===== src/rtl/spi_txn_controller.sv =====
// spi_txn_controller: sequences spi_master for multi-byte
// transfers to one of NUM_SLAVES slaves with CS timing.
//
// Ports:
//   r_clk, r_reset      clock, async active-high reset
//   r_cmd_valid/cs/len  command in (len = bytes - 1)
//   w_cmd_ready         high in IDLE
//   r_tx_byte/valid     tx byte stream in
//   w_tx_ready          high in WAIT_TX
//   w_rx_byte/valid     rx byte out, 1-cycle valid pulse
//   w_txn_done          1-cycle pulse on return to IDLE
//   w_cmd_err           1-cycle pulse for bad slave index
//   w_busy              high outside IDLE
//   w_cs_n              active-low chip selects
//   w_m_data/_ready     byte + start pulse to spi_master
//   r_m_ready/done/data handshake back from spi_master
module spi_txn_controller #(
  parameter int NUM_SLAVES    = 4,
  parameter int CS_W          = 2,
  parameter int LEN_W         = 8,
  parameter int CS_SETUP_CLKS = 4,
  parameter int CS_HOLD_CLKS  = 4,
  parameter int CS_GAP_CLKS   = 4
) (
  input  logic                  r_clk,
  input  logic                  r_reset,
  input  logic                  r_cmd_valid,
  output logic                  w_cmd_ready,
  input  logic [CS_W-1:0]       r_cmd_cs,
  input  logic [LEN_W-1:0]      r_cmd_len,
  input  logic [7:0]            r_tx_byte,
  input  logic                  r_tx_valid,
  output logic                  w_tx_ready,
  output logic [7:0]            w_rx_byte,
  output logic                  w_rx_valid,
  output logic                  w_txn_done,
  output logic                  w_cmd_err,
  output logic                  w_busy,
  output logic [NUM_SLAVES-1:0] w_cs_n,
  output logic [7:0]            w_m_data,
  output logic                  w_m_data_ready,
  input  logic                  r_m_ready,
  input  logic                  r_m_done,
  input  logic [7:0]            r_m_data
);

  typedef enum logic [2:0] {
    IDLE,
    CS_SETUP,
    WAIT_TX,
    SEND,
    WAIT_DONE,
    CS_HOLD,
    CS_GAP
  } state_t;

  localparam int CNT_W = 16;

  state_t           state;
  state_t           state_nx;
  logic [CNT_W-1:0] cnt;
  logic [LEN_W-1:0] remaining;
  logic             accept;
  logic             cs_bad;

  assign accept = r_cmd_valid && (state == IDLE);

  // Extra bit so NUM_SLAVES == 2**CS_W does not truncate.
  assign cs_bad = {1'b0, r_cmd_cs} >=
                  (CS_W+1)'(NUM_SLAVES);

  assign w_cmd_ready    = (state == IDLE);
  assign w_busy         = (state != IDLE);
  assign w_tx_ready     = (state == WAIT_TX);
  assign w_m_data_ready = (state == SEND) && r_m_ready;

  always_comb begin
    state_nx = state;
    unique case (state)
      IDLE:
        if (accept && !cs_bad)
          state_nx = CS_SETUP;
      CS_SETUP:
        if (cnt == CNT_W'(CS_SETUP_CLKS - 1))
          state_nx = WAIT_TX;
      WAIT_TX:
        if (r_tx_valid)
          state_nx = SEND;
      SEND:
        if (r_m_ready)
          state_nx = WAIT_DONE;
      WAIT_DONE:
        if (r_m_done)
          state_nx = (remaining == '0) ?
                     CS_HOLD : WAIT_TX;
      CS_HOLD:
        if (cnt == CNT_W'(CS_HOLD_CLKS - 1))
          state_nx = CS_GAP;
      CS_GAP:
        if (cnt == CNT_W'(CS_GAP_CLKS - 1))
          state_nx = IDLE;
      default:
        state_nx = IDLE;
    endcase
  end

  always_ff @(posedge r_clk or posedge r_reset) begin
    if (r_reset) begin
      state      <= IDLE;
      cnt        <= '0;
      remaining  <= '0;
      w_cs_n     <= '1;
      w_m_data   <= '0;
      w_rx_byte  <= '0;
      w_rx_valid <= 1'b0;
      w_txn_done <= 1'b0;
      w_cmd_err  <= 1'b0;
    end else begin
      state      <= state_nx;
      // Timer restarts on every state change.
      cnt        <= (state_nx == state) ?
                    cnt + 1'b1 : '0;
      w_rx_valid <= 1'b0;
      w_txn_done <= 1'b0;
      w_cmd_err  <= accept && cs_bad;
      if (accept && !cs_bad) begin
        remaining <= r_cmd_len;
        w_cs_n    <= ~(NUM_SLAVES'(1) << r_cmd_cs);
      end
      if (state == WAIT_TX && r_tx_valid)
        w_m_data <= r_tx_byte;
      if (state == WAIT_DONE && r_m_done) begin
        w_rx_byte  <= r_m_data;
        w_rx_valid <= 1'b1;
        if (remaining != '0)
          remaining <= remaining - 1'b1;
      end
      if (state == CS_HOLD && state_nx == CS_GAP)
        w_cs_n <= '1;
      if (state == CS_GAP && state_nx == IDLE)
        w_txn_done <= 1'b1;
    end
  end

endmodule


===== config.mk =====
export PLATFORM = sky130hd
export DESIGN_NAME = spi_txn_controller
export DESIGN_NICKNAME = d
export VERILOG_FILES = /design/src/rtl/spi_txn_controller.sv
export SDC_FILE = /design/constraint.sdc
export NUM_CORES = 1
export LEC_CHECK = 0
export ABC_AREA = 0
export CAP_MARGIN = 20
export CORE_AREA = 4 4 75 77
export DETAILED_ROUTE_END_ITERATION = 7
export DIE_AREA = 0 0 79 81
export PLACE_DENSITY = 0.82
export SYNTH_ARGS = -nofsm -noshare
export SYNTH_HDL_FRONTEND = slang
export SYNTH_SLANG_ARGS = --single-unit

===== constraint.sdc =====
create_clock -name r_clk -period 5.7 [get_ports r_clk]
set_input_delay 1.14 -clock r_clk [delete_from_list [all_inputs] [get_ports r_clk]]
set_output_delay 1.14 -clock r_clk [all_outputs]
set_load 0.01 [all_outputs]

Word-level counts from Yosys, hierarchy flattened
Cells that the tools add are included.

cells by class
  equality and inequality tests = 9
  reduce and logical (&&, ||, !) cells = 12
  multiplexer cells = 17
  shift-type cells = 1
  bitwise logic cells = 1
  add/sub/neg operators = 2

operators by type and width
  kind                                               number
  two-way mux 3 bit                                  8
  two-way mux 8 bit                                  3
  one-hot mux 3 bit (7 select lines)                 1
  adder 16 x 1 -> 16 bit (second input constant)     1
  == test 16 x 2 -> 1 bit (second input constant)    1
  two-way mux 16 bit                                 1
  == test 3 bit (second input constant)              4
  zero test 8 bit                                    1
  two-way mux 4 bit                                  2
  nonzero test 8 bit                                 1
  subtractor 8 x 1 -> 8 bit (second input constant)  1
  == test 3 x 2 -> 1 bit (second input constant)     2
  logical AND 1 bit                                  6
  zero test 3 bit                                    2
  inverter 4 bit                                     1
  left shift 1 x 2 -> 4 bit (first input constant)   1
  == test 3 x 1 -> 1 bit (second input constant)     1
  == test 3 bit                                      1
  nonzero test 3 bit                                 1
  two-way mux 1 bit                                  2
  nonzero test 2 bit                                 1

word-level totals
  input bits = 32
  register bits = 49
  logic and storage cells = 50
  output and inout port bits = 27

Logic depth before layout (Yosys ltp)
Gate-level depths: netlist of the first run.

  depth after elaboration = 7
  depth in mapped cells = 8
  gate-level depth less buffers = 6

Worst setup path before layout of the first run
No wires, ideal clock.

  path kind = input to output
  from = input r_m_ready
  to = output w_m_data_ready
  setup slack = 3137 ps
  stages = 2
  data arrival time = 1423 ps
  path buffers = 0
  data required time = 4560 ps
  cells stage by stage = nand3_1 nor2_1

between the ends
  word-level cells in the longest chain between the ends = 1

ends and longest elaborated chain
  what                RTL line  source
  start: declaration  42        input logic r_m_ready,
  logical AND 1 bit   75        assign w_m_data_ready = (state == SEND) && r_m_ready;
  end: declaration    41        output logic w_m_data_ready,

No other way between the ends.

Final worst setup path of the first run
Ends and elaborated chain as after synthesis.

==> key figures, run 1 <==
Power
  – Leak: 1.307 nW
  – NetSw: 252.3 µW
  – PwrDens: 249.0 nW/µm²
  – P_int: 568.0 µW
  – Net Sw Frac: 30.76%
  – Clock share of power: 25.1%
  – Worst vdd ir: 0.1693 mV
  – Seq pwr share: 54.9%
  – Combinational share of power: 20.0%

Final layout
  – Final nets: 318
  – Antenna cell count: 0
  – Post-route non-filler standard cell count: 355
  – Layout cells sized above 1: 18.95%
  – Fin area: 3294 µm²
  – Area grow syn2layout: 27.26%
  – Filler instances: 458

Clock tree
  – Post-CTS Setup Bufs: 0
  – Worst-path clk slew: 0.09 ns
  – Root cell of the clock tree: clkbuf_8
  – Sink Count: 49
  – H-tree levels: 2
  – Skew-Pair Late Insertion Delay: 0.30 ns
  – CTS Buf Count: 5
  – Clock buffer depth: 2
  – CTS resizes: 0
  – CTS tree: yes
  – Hold Buf Count CTS: 0

Yosys
  – Post-synthesis mux area share: 8.555%
  – Synth Area in Compound Gates: 17.16%
  – Count leader, synth: dfrtp_1
  – FFs w/ async S/R, synth: 100.0%
  – Post-synth EDFFs: 0
  – Ys Warns: 0
  – Synth top area share: 43.50%
  – Post-Syn Area: 2589 µm²
  – Most frequent cells after synthesis: dfrtp_1 (45), mux2_2 (17), nand3_1 (14)
  – Top_reg_cell synth: dfrtp_1
  – Synth Area in Adders: 0.9667%
  – XOR/XNOR Fraction of Synth Area: 4.060%
  – Ranking of synthesized cells by area: dfrtp_1 (43%), mux2_2 (7.4%), a211oi_2 (4.8%)
  – Sequential cell area fraction in the yosys report: 47.56%
  – Largest family of logic cells by synthesized area: compound AO/OA/AOI/OAI gates
  – Synth area leader: dfrtp_1
  – Cell count after synthesis: 234
  – Post-Synth Simple-Gate Area: 16.92%
  – Post-Synthesis Net Count: 268
  – Synth Register Bits: 49
  – Mapped Avg Cell Area: 11.06 µm²
  – Synth unique cells: 51

Setup path
  – Worst Path Required: 4.56 ns
  – Worst R2R Setup Slack: 3.02 ns
  – Cell with the most instances on the worst path: clkdlybuf4s50_1
  – Worst setup SP type: input pin
  – Slowest cell on the critical path: clkdlybuf4s50_1
  – Worst EP arrival: 2.55 ns
  – Critical-path maximum fanout: 4
  – Worst path bufs/invs: 2
  – Critical path class: input pin to primary output
  – Worst path top cell family by delay: buffers and inverters
  – CP Capture Type: primary output
  – CP Cell Sequence: clkdlybuf4s50_1, nand3_1, nor2_1, clkdlybuf4s50_1
  – CP peak stage delay: 0.59 ns

Global routing
  – First-pass GRT wire length: 9.073 mm
  – Total Routing Usage GR: 17.84%
  – Largest net degree at the start of global routing: 50
  – Vias in the first global route: 1877
  – Initial antenna violation count: 0
  – GRT overflow: 0

Timing
  – Final Hold Fails: 0
  – F_max: 0.2714 GHz
  – Slew Limit Fails: 0
  – Setup Skew: 0.005250 ns
  – Worst slew margin: 30.90%
  – Final Critical Period: 3.685 ns
  – Fin Setup TNS: 0 ns
  – RSZ-0062 raised after global routing: no
  – Crit share post-route: 64.65%
  – Setup-failing EPs final: 0
  – Slew @ Worst Pin: 1.035 ns

Detailed routing
  – First-pass iteration count of the detailed router: 4
  – Routed len/inst: 15.33 µm
  – Initial DRC Count: 151
  – Routed WL: 5.442 mm
  – Vias per Instance: 5.577
  – Via count: 1980
  – Detail Route Antenna Nets: 0
  – Drc violations: 0

Placement
  – Final HPWL DP: 3.832 mm
  – Dpl cells: 346
  – IO Port Bufs: 57
  – Area post-placement: 3183 µm²
  – GPL Wtd Cong: 0.7957

Floorplanning
  – Top-Level Pins: 59
  – Die height: 81 µm
  – Core area: 5010 µm²
  – Starting density of the core: 51.67%
  – Die area: 6399 µm²
  – # rows: 26
  – Die extent in x: 79 µm

Run
  – # Max-Cap Violations: 0

Run status
  – Status: finished, final reports clean

Worst hold path
  – Worst hold-check path type: flop to flop
layout make-up:
type	instances	area [µm²]	area share, %
clock buffer	5	68.82	2.089
clock inverter	3	22.52	0.6836
inverter	9	33.78	1.025
multi-input combinational	160	1252	38.02
sequential	49	1231	37.37
tap	70	87.58	2.659
timing repair buffer	59	598.1	18.15
placed cells by master (no fill, tap or decap), types with 5 or more instances in the layout:
master           Yosys  final
nand2_1             13     13
xor2_1              10     10
nor2_1              11     11
o21ai_0             11     11
nand3_1             14     14
nand4_1              5      5
mux2_2              17     17
clkdlybuf4s50_1      0     57
dfrtp_1             45     45
clkbuf_8             0      5
inv_1                9      8
a211oi_2            10     10
through the flow:
stage	hold slack [ns]	power (mW)	setup WS, ns	util [%]
final	0.4577	0.8204	2.015	65.76
after global routing	0.5046	0.8632	1.979	65.76
after floorplan	0.4253	0.5611	3.137	-
after global placement	0.4419	0.6099	2.065	63.54
after CTS	0.4624	0.8239	2.034	65.36
after detailed placement	0.4495	0.6165	2.007	63.54
registers in the layout (all words and copies together) (netlist names):
name        cells
cnt            16
remaining       8
w_m_data        8
w_rx_byte       8
w_cs_n          4
state           3
w_rx_valid      1
w_txn_done      1
metal layers:
layer / global-route usage [%] / wire [µm]
met5: 0 / 0
met4: 6.014 / 64
met1: 23.00 / 2419
met3: 3.437 / 278
met2: 30.30 / 2679
path summary, 6_finish.rpt:
kind                                  endpoint  depth (start not counted)  startpoint
max in group asynchronous            w_cs_n[1]                          3     r_reset
worst min-delay path                    cnt[0]                          1      cnt[0]
worst min register to register          cnt[0]                          1      cnt[0]
worst max-delay path            w_m_data_ready                          4   r_m_ready
worst max register to register    remaining[5]                          4    state[1]
min in group asynchronous         w_rx_byte[7]                          2     r_reset
logic make-up (layout without fill, tap and decap cells):
family,Yosys count,count (layout)
fa+ha+maj,2,2
xor+xnor,12,12
compound gates,51,51
other cells,1,1
buf+inv,25,76
flops,49,49
mux,20,20
simple gates,74,74
power groups by stage:
stage / Clock, mW / Sequential [mW] / Combinational (mW)
floorplan: 0 / 0.444 / 0.117
global placement: 0 / 0.454 / 0.156
detailed placement: 0 / 0.455 / 0.162
CTS: 0.212 / 0.449 / 0.163
global route: 0.223 / 0.460 / 0.181
finish: 0.206 / 0.451 / 0.164
worst reg2reg max path, cell delays in order (launching register included):
cell	delay, ns
dfrtp_1	0.59
nor4bb_4	0.98
a21boi_4	0.47
mux2_2	0.38
o21a_1	0.16
(Power assumes the default switching activity.)
==> inputs of run 2 (changes only) <==
--- a/config.mk
+++ b/config.mk
@@ -7,10 +7,10 @@
 export LEC_CHECK = 0
 export ABC_AREA = 0
 export CAP_MARGIN = 20
-export CORE_AREA = 4 4 75 77
+export CORE_AREA = 4 4 81 83
 export DETAILED_ROUTE_END_ITERATION = 7
-export DIE_AREA = 0 0 79 81
-export PLACE_DENSITY = 0.82
+export DIE_AREA = 0 0 85 87
+export PLACE_DENSITY = 0.75
 export SYNTH_ARGS = -nofsm -noshare
 export SYNTH_HDL_FRONTEND = slang
 export SYNTH_SLANG_ARGS = --single-unit
==> constraint.sdc (replaced) <==
create_clock -name r_clk -period 3 [get_ports r_clk]
set_input_delay 0.6 -clock r_clk [delete_from_list [all_inputs] [get_ports r_clk]]
set_output_delay 0.6 -clock r_clk [all_outputs]
set_load 0.01 [all_outputs]
==> run 2 against run 1 <==
Net effect: via count rose by 0.25%; core utilization fell by 8.6 points; critical path depth did not move; sequential share of layout area fell by 0.53 points; largest power group unchanged; final area rose by 1.4%; sequential power rose by 90%; global-route usage fell by 2.6 points; wire length fell by 0.53%; total power rose by 100%; largest cell class unchanged.
==> key figures, run 2 (synthesized netlist as in run 1, its figures left out) <==
Run status
  – Status: finished, final reports clean

Power
  – Clock share of power: 29.0% (+3.9 points)
  – Combinational share of power: 18.6% (-1.4 points)
  – Net Sw Frac: 28.91% (-1.9 points)
  – Worst vdd ir: 0.2640 mV (+56%)
  – Leak: 1.340 nW (+2.5%)
  – PwrDens: 490.0 nW/µm² (+97%)
  – NetSw: 473.3 µW (+88%)
  – P_int: 1.164 mW (+100%)
  – Seq pwr share: 52.4% (-2.5 points)

Setup path
  – FF-to-FF path depth: 6 (+2)
  – R2R Path End: cnt[0]
  – Critical-path maximum fanout: 4 (unchanged)
  – CP Cell Sequence: clkdlybuf4s50_1, nand3_1, nor2_1, clkdlybuf4s50_1
  – Worst EP arrival: 1.95 ns (-0.60 ns)
  – Worst R2R Setup Slack: 0.75 ns (-2.27 ns)
  – Worst path top cell family by delay: buffers and inverters
  – Worst path bufs/invs: 2 (unchanged)
  – CP Capture Type: primary output
  – Critical path class: input pin to primary output
  – Cell with the most instances on the worst path: clkdlybuf4s50_1
  – Worst setup SP type: input pin
  – Critical R2R Launch: cnt[0]
  – Slowest cell on the critical path: clkdlybuf4s50_1
  – CP peak stage delay: 0.56 ns (-0.03 ns)
  – Worst Path Required: 2.40 ns (-2.16 ns)

Clock tree
  – Skew-Pair Late Insertion Delay: 0.30 ns (about the same)
  – H-tree levels: 2 (unchanged)
  – Post-CTS Setup Bufs: 0 (unchanged)
  – Hold Buf Count CTS: 0 (unchanged)
  – CTS tree: yes
  – CTS resizes: 0 (unchanged)
  – Root cell of the clock tree: clkbuf_8
  – CTS Buf Count: 5 (unchanged)
  – Worst-path clk slew: 0.10 ns (about the same)
  – Sink Count: 49 (unchanged)
  – Clock buffer depth: 2 (unchanged)

Timing
  – Setup-failing EPs final: 0 (unchanged)
  – Final Critical Period: 2.555 ns
  – Setup Skew: 0.008332 ns (+0.003081 ns)
  – Slew @ Worst Pin: 0.5747 ns (-0.4602 ns)
  – Worst slew margin: 61.63% (+31 points)
  – Final Hold Fails: 0 (unchanged)
  – RSZ-0062 raised after global routing: no
  – Slew Limit Fails: 0 (unchanged)
  – Fin Setup TNS: 0 ns (unchanged)
  – Min setup slack post-route: 0.4454 ns (-1.569 ns)
  – F_max: 0.3915 GHz
  – Crit share post-route: 85.15%

Floorplanning
  – Die extent in x: 85 µm (+7.6%)
  – Core area: 5851 µm² (+17%)
  – Top-Level Pins: 59 (unchanged)
  – Die height: 87 µm (+7.4%)
  – # rows: 28 (+7.7%)
  – Starting density of the core: 44.25% (-7.4 points)
  – Die area: 7395 µm² (+16%)

Final layout
  – Most frequent cells in the layout: clkdlybuf4s50_1 (57), dfrtp_1 (45), mux2_2 (17), nand3_1 (14), nand2_1 (13)
  – Area grow syn2layout: 29.10%
  – Layout cells sized above 1: 20.07% (+1.1 points)
  – Final nets: 322 (+1.3%)
  – Filler instances: 499 (+9.0%)
  – Reg with most FFs: cnt
  – Fin area: 3342 µm² (+1.4%)
  – Most common cell after layout, fill and taps aside: clkdlybuf4s50_1
  – Antenna cell count: 0 (unchanged)
  – Max reg flops: 16 (unchanged)

Placement
  – Placement Setup Slack: 0.4285 ns (-1.578 ns)
  – GPL Wtd Cong: 0.9221 (+16%)
  – IO Port Bufs: 57 (unchanged)
  – Final HPWL DP: 3.881 mm (+1.3%)
  – Area post-placement: 3227 µm² (+1.4%)

Global routing
  – Initial antenna violation count: 0 (unchanged)
  – GRT overflow: 0 (unchanged)
  – Total Routing Usage GR: 15.28% (-2.6 points)
  – Largest net degree at the start of global routing: 29 (-42%)
  – First-pass GRT wire length: 9.149 mm (+0.84%)
  – Vias in the first global route: 1940 (+3.4%)

Detailed routing
  – First-pass iteration count of the detailed router: 4 (unchanged)
  – Routed WL: 5.413 mm (-0.53%)
  – Vias per Instance: 5.453 (-2.2%)
  – Routed len/inst: 14.87 µm (-3.0%)
  – Drc violations: 0 (unchanged)
  – Via count: 1985 (+0.25%)
  – Initial DRC Count: 148 (-2.0%)
  – Detail Route Antenna Nets: 0 (unchanged)

Worst hold path
  – WHS Path Cells: 1 (unchanged)
  – Worst Min Path Start: cnt[0]
  – Worst hold-check path type: flop to flop
  – Hold Path End: cnt[0]

Run
  – # Max-Cap Violations: 0 (unchanged)
==> run 2: layout make-up <==
type	count	area (µm²)	share of cell area, %
multi-input combinational	160	1252	37.48
sequential	49	1231	36.84
timing repair buffer	63	615.6	18.42
tap	75	93.84	2.808
clock buffer	5	68.82	2.059
clock inverter	3	46.29	1.385
inverter	9	33.78	1.011
==> run 2: power by group through the flow <==
stage	combinational [mW]	sequential (mW)	clock, mW
3_5_place_dp	0.307	0.863	0
4_1_cts	0.309	0.853	0.492
3_3_place_gp	0.299	0.864	0
6_report	0.305	0.857	0.475
5_1_grt	0.341	0.874	0.515
2_1_floorplan	0.223	0.843	0
==> run 2: per-layer routing <==
metal	vias up	global-route usage, %	wire (µm)
met2	61	25.56	2484
met3	6	3.784	347
met4	0	4.317	76
met1	951	19.71	2505
li1	967	-	-
met5	-	0	0
==> run 2: worst reg2reg max path: cells and delay by family, from the launching register on <==
kind,cells,cell delay [ns]
simple gates,2,0.69
compound gates,2,0.52
buf+inv,1,0.26
fa+ha+maj,1,0.29
flops,1,0.38
==> run 2: how the worst max path moves through the flow <==
stage | endpoint | cells past startpoint | start
finish | w_m_data_ready | 4 | r_m_ready
global route | w_m_data_ready | 3 | state[1]
CTS | w_m_data_ready | 4 | r_m_ready
detailed placement | remaining[5] | 5 | r_m_done
global placement | remaining[5] | 5 | r_m_done
floorplan | remaining[5] | 5 | r_m_done
==> run 2: stage by stage <==
step | hold WS, ns | power, mW | util [%] | instances
4_1_cts | 0.4665 | 1.654 | 57.12 | 364
5_1_grt | 0.5190 | 1.730 | 57.12 | 364
6_report | 0.4644 | 1.637 | 57.12 | 364
3_3_place_gp | 0.4410 | 1.163 | 55.15 | 356
3_5_place_dp | 0.4495 | 1.170 | 55.15 | 356
2_1_floorplan | 0.4253 | 1.066 | - | 234
==> inputs of run 3 (changes only) <==
--- a/config.mk
+++ b/config.mk
@@ -6,7 +6,7 @@
 export NUM_CORES = 1
 export LEC_CHECK = 0
 export ABC_AREA = 0
-export CAP_MARGIN = 20
+export CAP_MARGIN = 15
 export CORE_AREA = 4 4 81 83
 export DETAILED_ROUTE_END_ITERATION = 7
 export DIE_AREA = 0 0 85 87
==> results of run 3 <==
The final DEF is identical to that of run 2; final timing and power are the same.
